## src/rtl/pipeline_hazard_ctrl.sv

```systemverilog
// Stall/flush sequencer for the 5-stage pipeline.
// Resolves load-use hazards, EX-stage branch redirects and variable-latency
// data-memory waits. A memory access that never completes leads to a sticky
// ERROR state. The block also counts the cycles in which the PC was held.
module pipeline_hazard_ctrl #(
  parameter int MEM_TIMEOUT = 64,
  parameter int CNT_W       = 32
) (
  input  logic             clk,
  input  logic             rst,
  input  logic [4:0]       id_rs,
  input  logic [4:0]       id_rt,
  input  logic             id_uses_rt,
  input  logic             ex_mem_read,
  input  logic [4:0]       ex_rd,
  input  logic             branch_taken,
  input  logic             dmem_req,
  input  logic             dmem_ack,
  output logic             stall_if,
  output logic             stall_id,
  output logic             stall_ex,
  output logic             stall_mem,
  output logic             flush_id,
  output logic             flush_ex,
  output logic             flush_wb,
  output logic             mem_timeout,
  output logic [CNT_W-1:0] stall_cycles
);

  localparam int                WC_W    = $clog2(MEM_TIMEOUT);
  localparam logic [WC_W-1:0]   WC_LAST = WC_W'(MEM_TIMEOUT - 1);
  localparam logic [WC_W-1:0]   WC_ONE  = WC_W'(1);
  localparam logic [CNT_W-1:0]  CNT_ONE = CNT_W'(1);

  typedef enum logic [1:0] {
    RUN      = 2'd0,
    MEM_WAIT = 2'd1,
    ERROR    = 2'd2
  } state_t;

  state_t          state;
  logic [WC_W-1:0] wait_cnt;
  logic            memwait;
  logic            lu;

  // Hazard terms. A load targeting $zero never creates a dependency.
  always_comb begin
    memwait = dmem_req & ~dmem_ack;
    lu      = ex_mem_read && (ex_rd != 5'd0) &&
              ((ex_rd == id_rs) || (id_uses_rt && (ex_rd == id_rt)));
  end

  // Zero-latency stall/flush decode. Memory wait outranks a branch (the held
  // EX stage keeps the branch until the wait ends); a branch outranks a
  // load-use stall because the ID instruction is then wrong-path.
  always_comb begin
    stall_if  = 1'b0;
    stall_id  = 1'b0;
    stall_ex  = 1'b0;
    stall_mem = 1'b0;
    flush_id  = 1'b0;
    flush_ex  = 1'b0;
    flush_wb  = 1'b0;
    if (!rst) begin
      if (state == ERROR || memwait) begin
        stall_if  = 1'b1;
        stall_id  = 1'b1;
        stall_ex  = 1'b1;
        stall_mem = 1'b1;
        flush_wb  = 1'b1;
      end else if (branch_taken) begin
        flush_id  = 1'b1;
        flush_ex  = 1'b1;
      end else if (lu) begin
        stall_if  = 1'b1;
        stall_id  = 1'b1;
        flush_ex  = 1'b1;
      end
    end
  end

  // Sequencer FSM: tracks consecutive memory-wait cycles and latches the
  // fatal timeout. ERROR ignores every input; only reset leaves it.
  always_ff @(posedge clk) begin
    if (rst) begin
      state       <= RUN;
      wait_cnt    <= '0;
      mem_timeout <= 1'b0;
    end else begin
      case (state)
        RUN, MEM_WAIT: begin
          if (memwait) begin
            if (wait_cnt == WC_LAST) begin
              state       <= ERROR;
              wait_cnt    <= '0;
              mem_timeout <= 1'b1;
            end else begin
              state       <= MEM_WAIT;
              wait_cnt    <= wait_cnt + WC_ONE;
            end
          end else begin
            state    <= RUN;
            wait_cnt <= '0;
          end
        end
        ERROR: begin
          state       <= ERROR;
          mem_timeout <= 1'b1;
        end
        default: begin
          state       <= RUN;
          wait_cnt    <= '0;
          mem_timeout <= 1'b0;
        end
      endcase
    end
  end

  // Saturating count of cycles in which the PC was held.
  always_ff @(posedge clk) begin
    if (rst) begin
      stall_cycles <= '0;
    end else if (stall_if && (stall_cycles != {CNT_W{1'b1}})) begin
      stall_cycles <= stall_cycles + CNT_ONE;
    end
  end

endmodule

```

## config.mk

```make
export PLATFORM = sky130hd
export DESIGN_NAME = pipeline_hazard_ctrl
export DESIGN_NICKNAME = d
export VERILOG_FILES = /design/src/rtl/pipeline_hazard_ctrl.sv
export SDC_FILE = /design/constraint.sdc
export NUM_CORES = 1
export LEC_CHECK = 0
export BUFFER_PORTS_ARGS = -buffer_cell sky130_fd_sc_hd__buf_2
export CORE_UTILIZATION = 53
export CTS_CLUSTER_SIZE = 28
export DETAILED_ROUTE_END_ITERATION = 8
export PLACE_DENSITY_LB_ADDON = 0.12
export SLEW_MARGIN = 15
export SYNTH_ARGS = -nofsm -noshare
export SYNTH_HDL_FRONTEND = slang
export SYNTH_SLANG_ARGS = --single-unit
export TNS_END_PERCENT = 30
```

## constraint.sdc

```tcl
create_clock -name clk -period 2.6 [get_ports clk]
set_clock_uncertainty 0.05 [all_clocks]
set_input_delay 0.26 -clock clk [delete_from_list [all_inputs] [get_ports clk]]
set_output_delay 0.26 -clock clk [all_outputs]
set_load 0.005 [all_outputs]
```

==> results of run 1 <==
==> registers in the layout (all words and copies together) (netlist names) <==
| name | count |
|---|---|
| mem_timeout | 1 |
| wait_cnt | 6 |
| stall_cycles | 32 |
| state | 2 |
==> where the power goes <==
group | leakage (nW) | internal, W | switching (W)
Clock | 0.0450 | 0.000186 | 0.000215
Combinational | 0.722 | 0.0000434 | 0.0000505
Sequential | 0.331 | 0.000630 | 0.00000258
Total | 1.10 | 0.000859 | 0.000268
==> final cells by class <==
cell class,count,area [µm²]
inverter,4,15.0
multi-input combinational,208,1360
clock buffer,6,72.6
fill,378,1400
tap,50,62.6
timing repair buffer,70,373
sequential,41,821
clock inverter,2,10.0
==> per-layer routing <==
layer	part of all wire (%)	up-vias	routed length, µm	GRT usage [%]
li1	-	1178	-	-
met1	50	1063	2730	34.0
met2	46	41	2530	38.4
met3	3.0	6	163	4.17
met4	0.99	0	54	6.25
met5	0	-	0	0
==> cells in the mapped netlist, types with 3 or more instances <==
master    instances
dfxtp_1          41
a21oi_1          26
nand2_1          17
or4_1            17
nand3_1          16
o31ai_1          16
and3_1           12
xnor2_1          11
nand4_1          10
nor2_1           10
buf_2             9
o41ai_1           9
clkbuf_1          8
o311ai_0          8
and4_1            7
o21ai_0           6
or2_2             6
or3_1             5
buf_4             4
and2_1            3
inv_1             3
nand2b_1          3
nor3_1            3
==> stage by stage <==
step	area [µm²]	instances
2_1_floorplan	2330	277
3_3_place_gp	2630	373
3_5_place_dp	2630	373
4_1_cts	2720	381
5_1_grt	2720	381
6_report	2720	381
==> worst max-delay path by stage <==
stage	start	end	slack, ns	cells after the start
finish	stall_cycles[0]$_SDFFE_PP0P_	stall_cycles[30]$_SDFFE_PP0P_	0.34	6
global placement	ex_rd[0]	stall_cycles[13]$_SDFFE_PP0P_	0.43	8
floorplan	stall_cycles[0]$_SDFFE_PP0P_	stall_cycles[18]$_SDFFE_PP0P_	0.53	8
CTS	stall_cycles[0]$_SDFFE_PP0P_	stall_cycles[30]$_SDFFE_PP0P_	0.36	6
detailed placement	stall_cycles[0]$_SDFFE_PP0P_	stall_cycles[30]$_SDFFE_PP0P_	0.38	6
global route	stall_cycles[0]$_SDFFE_PP0P_	stall_cycles[30]$_SDFFE_PP0P_	0.18	6
==> worst register-to-register path: stages, from the launching register on <==
cell,delay (ns)
dfxtp_1,0.39
ha_1,0.21
and3_1,0.25
nand4_1,0.23
a211o_1,0.42
or4_1,0.50
a21oi_1,0.14
==> cells by family after synthesis <==
| logic type | Yosys count |
|---|---|
| simple gates | 114 |
| compound gates | 80 |
| flops | 41 |
| buf+inv | 28 |
| xor+xnor | 11 |
| fa+ha+maj | 2 |
| mux | 1 |
==> summary.txt, run 1 <==
Yosys
  • Syn Std Cell Area: 2330 µm²
  • Post-synth ARST share: 0%
  • Mean Syn Cell Area: between 8 and 9 µm²
  • Post-Synth Simple-Gate Area: 29.1%
  • Count of unique library cells instantiated by Yosys: 45
  • Synth top area cells: dfxtp_1 35%, a21oi_1 5.6%, or4_1 5.5%
  • Share of the synthesized area in the top cell type: 35.2%
  • Compound-Gate Fraction of Synth Area: 23.7%
  • Synth Warn #: 0
  • Multiplexer share of the synthesized area: less than 1%
  • Cells after synthesis: 277
  • Post-synth EDFFs: 0
  • Post-Synth XOR/XNOR Area: 4.13%
  • Register area share after synthesis: 35.2%
  • #FFs+latches synth: 41
  • Top_reg_cell synth: dfxtp_1
  • Biggest area consumer among synthesized cells: dfxtp_1
  • Mapped Nets: 301
  • Adder-Cell Fraction of Synth Area: 1.07%
  • Largest family of logic cells by synthesized area: simple AND/OR/NAND/NOR gates

Setup path
  • CP Data Required Time: 2.77 ns
  • CP Class: reg -> reg
  • WP data arrival: 2.43 ns
  • Critical path endpoint category: register
  • FF-to-FF path depth: 6
  • CP max FO: 12
  • WP buf/inv: 0
  • Max incr delay on CP: 0.50 ns
  • CP max stage cell: or4_1
  • Reg2reg start: stall_cycles[0]$_SDFFE_PP0P_
  • Reg2reg setup slack: 0.34 ns
  • Crit-path cells: ha_1 -> and3_1 -> nand4_1 -> a211o_1 -> or4_1 -> a21oi_1
  • Worst path top cell family by delay: simple AND/OR/NAND/NOR gates
  • Crit path launch type: register
  • Worst R2R End: stall_cycles[30]$_SDFFE_PP0P_

Clock network
  • CTS H-tree lvls: 2
  • Clock Tree Buf Depth: 2
  • Clock transition at the registers of the reported paths: 0.08 ns
  • Post-CTS Setup Inserts: 0
  • Clk_lat worst skew: 0.29 ns
  • Sink Count: 41
  • Post-CTS resize count: 0
  • Cts hold-fix bufs: 0
  • CTS root buffer: clkbuf_8
  • CTS tree: yes
  • Num CTS Buffers: 5

Pwr
  • Peak supply drop: between 0.0002 and 0.0003 V
  • Cell Pwr Density: between 400 and 500 nW/µm²
  • Pwr Total: roughly 0.0011 W
  • LEAKAGE: 1.10 nW

Cells and area
  • Fin nets: between 300 and 400
  • Share of cells above drive strength 1: 26.3%
  • Antenna diode instance count: 0
  • Area grow syn2layout: 16.5%
  • Most frequent cells in the layout: 61 x buf_2, 41 x dfxtp_1, 26 x a21oi_1
  • Final core occ: 66.0%
  • Commonest non-fill, non-tap cell in the layout: buf_2

Routing
  • Antenna viol nets, final: 0
  • Vias per inst: 6.01
  • Iteration count of the initial detailed-routing pass: 4
  • WL/cell: 14.4 µm
  • Vias: 2288
  • DR iter-0 viols: about 140
  • DR DRC count: 0
  • Total routed wirelength: 5480 µm

Timing
  • Worst-Margin Slew: around 0.48 ns
  • Min cycle time layout: between 2 and 2.5 ns
  • Final setup margin: 0.340 ns
  • Slew Viols, Final: 0
  • RSZ-0062 raised after global routing: false
  • Final Cycle Share: 86.9%
  • Fmax: between 400 and 500 MHz
  • Fin Setup TNS: 0 ns
  • Slew HR: between 60 and 70%
  • Final Hold Fails: 0
  • Hold Slack: about 0.31 ns
  • Finish-stage setup viols: 0

Placed design
  • GPL Wtd Cong: approximately 0.8
  • Post-DP HPWL: 3950 µm
  • PortBufs: 61
  • Post-place setup slack: about 0.38 ns

Hold path
  • Hold Crit Depth: 3
  • Min-Delay Startpoint: rst
  • WHS Endpoint: stall_cycles[30]$_SDFFE_PP0P_
  • Hold Path Class: in -> reg

Floorplan
  • Num rows: 23
  • Core area: 4120 µm²
  • Die Footprint: 4670 µm²
  • Die Y: 68.3 µm
  • Num ports: a little over 60
  • Die width: around 68 µm
  • Initial Util: approximately 57%

GRT
  • Total track usage: 24.4%
  • Antenna violations before repair: 0
  • Vias in the first global route: around 1800
  • Global-route wire length before repair: between 8000 and 9000 µm
  • Largest net degree at the start of global routing: 30
  • Total grt overflow: 0

Outcome
  • Status: finished clean

Job
  • Max-Cap Viols: 0
(Power assumes the default switching activity.)
==> run 2: changes to the inputs <==
ABC_AREA = 1   (was unset)
CORE_UTILIZATION = 54   (was 53)
==> run 2 against run 1 <==
  * Fmax grew 8.8%
  * Critical path depth grew 4
  * Wire length grew 2.3%
  * Critical path type is now reg -> out
==> summary.txt, run 2 <==
Outcome
  • Status: finished clean

Setup path
  • WP data arrival: 1.77 ns
  • CP Data Required Time: 2.29 ns
  • Reg2reg setup slack: 0.68 ns
  • FF-to-FF path depth: 12
  • CP max FO: 61
  • CP Class: reg -> out
  • Crit path launch type: register
  • Reg2reg start: stall_cycles[0]$_SDFFE_PP0P_
  • Crit. Startpoint: state[1]$_SDFF_PP0_
  • Worst R2R End: stall_cycles[29]$_SDFFE_PP0P_
  • Crit path to: stall_id
  • Critical path endpoint category: output pin

Routing
  • Vias per inst: 5.10
  • WL/cell: 10.3 µm
  • DR DRC count: 0
  • DR iter-0 viols: 162
  • Antenna viol nets, final: 0
  • Total routed wirelength: between 5000 and 6000 µm
  • Iteration count of the initial detailed-routing pass: 6
  • Vias: 2782

Clock network
  • Post-CTS Setup Inserts: 0
  • Num CTS Buffers: 5
  • CTS root buffer: clkbuf_8
  • CTS H-tree lvls: 2
  • Post-CTS resize count: 0
  • Clock transition at the registers of the reported paths: 0.08 ns
  • Clk_lat worst skew: 0.29 ns
  • Clock Tree Buf Depth: 2
  • Sink Count: 41
  • Cts hold-fix bufs: 0
  • CTS tree: yes

Yosys
  • Synth Warn #: 0
  • #FFs+latches synth: 41
  • Post-Synth XOR/XNOR Area: under 10%
  • Most common cell in the netlist: nand2_1
  • Compound-Gate Fraction of Synth Area: 8.32%
  • Top_reg_cell synth: dfxtp_1
  • Syn Std Cell Area: 2620 µm²
  • Biggest area consumer among synthesized cells: dfxtp_1
  • Count of unique library cells instantiated by Yosys: 29
  • Top cells by count, synth: 120 x nand2_1, 84 x nor2_1, 52 x inv_1
  • Post-Synth Simple-Gate Area: 46.4%
  • Post-synth ARST share: 0%
  • Synth top area cells: dfxtp_1 31%, nand2_1 17%, nor2_1 12%
  • Cells after synthesis: 437
  • Largest family of logic cells by synthesized area: simple AND/OR/NAND/NOR gates
  • Register area share after synthesis: 31.4%
  • Adder-Cell Fraction of Synth Area: 0.956%
  • Mapped Nets: 461
  • Multiplexer share of the synthesized area: 0%
  • Mean Syn Cell Area: about 6 µm²
  • Share of the synthesized area in the top cell type: 31.4%
  • Post-synth EDFFs: 0

Cells and area
  • Filler Cells Inserted: approximately 420
  • Most frequent cells in the layout: 119 x nand2_1, 84 x nor2_1, 61 x buf_2
  • Antenna diode instance count: 0
  • Biggest regs: stall_cycles: 32 flops, wait_cnt: 6 flops, state: 2 flops
  • Share of cells above drive strength 1: between 10% and 20%
  • Fin nets: 517
  • Commonest non-fill, non-tap cell in the layout: nand2_1
  • Register area: 821 µm²
  • Area grow syn2layout: 17.0%
  • Largest Register: stall_cycles
  • Largest register FFs: 32
  • Area of the multi-input gates: ~1500 µm²

Timing
  • Fin Setup TNS: 0 ns
  • Slew HR: 74.0%
  • Slew Viols, Final: 0
  • RSZ-0062 raised after global routing: false
  • Fmax: about 480 MHz
  • Final Hold Fails: 0
  • Finish-stage setup viols: 0
  • Min cycle time layout: 2.08 ns
  • Worst-Margin Slew: 0.391 ns
  • Final Cycle Share: between 70% and 80%
  • Hold Slack: 0.219 ns

Floorplan
  • Die Y: 71.6 µm
  • Die width: 71.6 µm
  • Num rows: 24
  • Die Footprint: 5130 µm²
  • Num ports: 62
  • Initial Util: 58.1%
  • Core area: 4500 µm²

Placed design
  • GPL Wtd Cong: 0.838
  • PortBufs: 61
  • Post-DP HPWL: 4100 µm

Pwr
  • LEAKAGE: 1.52 nW
  • Peak supply drop: 0.000234 V
  • Cell Pwr Density: 444 nW/µm²

GRT
  • Largest net degree at the start of global routing: between 60 and 70
  • Antenna violations before repair: 0
  • Total track usage: 23.2%
  • Total grt overflow: 0
  • Vias in the first global route: 2404
  • Global-route wire length before repair: 9750 µm

Hold path
  • Hold Path Class: in -> reg

Job
  • Max-Cap Viols: 0
[run 2: cell types whose count changed after synthesis, moves of 12 or more]
cell	before	now
and3_1	12	0
nand3_1	16	43
inv_1	3	52
nand2_1	17	120
o31ai_1	16	0
nor2_1	10	84
or4_1	17	0
[run 2: area by class of cell]
cell class	instances	share of cell area (%)
Tap cell	52	2.12
Clock buffer	5	2.25
Clock inverter	3	2.25
Multi-Input combinational cell	323	48.5
Timing Repair Buffer	63	10.9
Sequential cell	41	26.8
Inverter	59	7.23
[run 2: how the worst min path moves through the flow]
stage | start | to | cells after the start
after global placement | mem_timeout$_SDFFE_PP0P_ | mem_timeout$_SDFFE_PP0P_ | 2
after floorplan | wait_cnt[0]$_SDFFE_PP0N_ | wait_cnt[0]$_SDFFE_PP0N_ | 1
final | rst | state[1]$_SDFF_PP0_ | 2
after global routing | rst | mem_timeout$_SDFFE_PP0P_ | 2
after CTS | rst | mem_timeout$_SDFFE_PP0P_ | 2
after detailed placement | wait_cnt[2]$_SDFFE_PP0N_ | wait_cnt[2]$_SDFFE_PP0N_ | 2
[run 2: per-stage QoR]
stage	std cells	util [%]	area [µm²]	setup slack, ns	power, W
after detailed placement	538	64.9	2930	0.696	0.000754
after global routing	546	68.0	3060	0.323	0.00143
after CTS	546	68.0	3060	0.524	0.00137
final	546	68.0	3060	0.524	0.00136
after floorplan	437	-	2620	0.868	0.000721
after global placement	538	64.9	2930	0.753	0.000752
[run 2: kinds of logic (layout without fill, tap and decap cells)]
family,after synthesis,in the layout
and+or+nand+nor,278,278
xor gates and xnor gates,3,3
buffers and inverters,73,130
AOI/OAI and AO/OA,40,40
adders and majority gates,2,2
DFF,41,41
[run 2: layer usage]
layer	track usage, %	vias up	routed length (µm)
met5	0	-	0
met2	42.0	64	2670
met3	5.49	2	272
li1	-	1486	-
met4	5.23	0	26
met1	27.9	1230	2640
[run 2: power breakdown]
group	total (W)	internal, W	switching, W
clock	0.000620	0.000387	0.000234
sequential	0.000635	0.000631	0.00000388
combinational	0.000105	0.0000422	0.0000625
total	0.00136	0.00106	0.000300
[run 2: worst max-delay path, cell delays in order, from the launching register on]
cell and delay (ns):
dfxtp_1 0.35, inv_2 0.06, nor2_4 0.17, inv_2 0.07, nand2_1 0.08, inv_1 0.06
nor2_2 0.12, inv_1 0.06, nand2_2 0.08, buf_12 0.24, buf_2 0.16
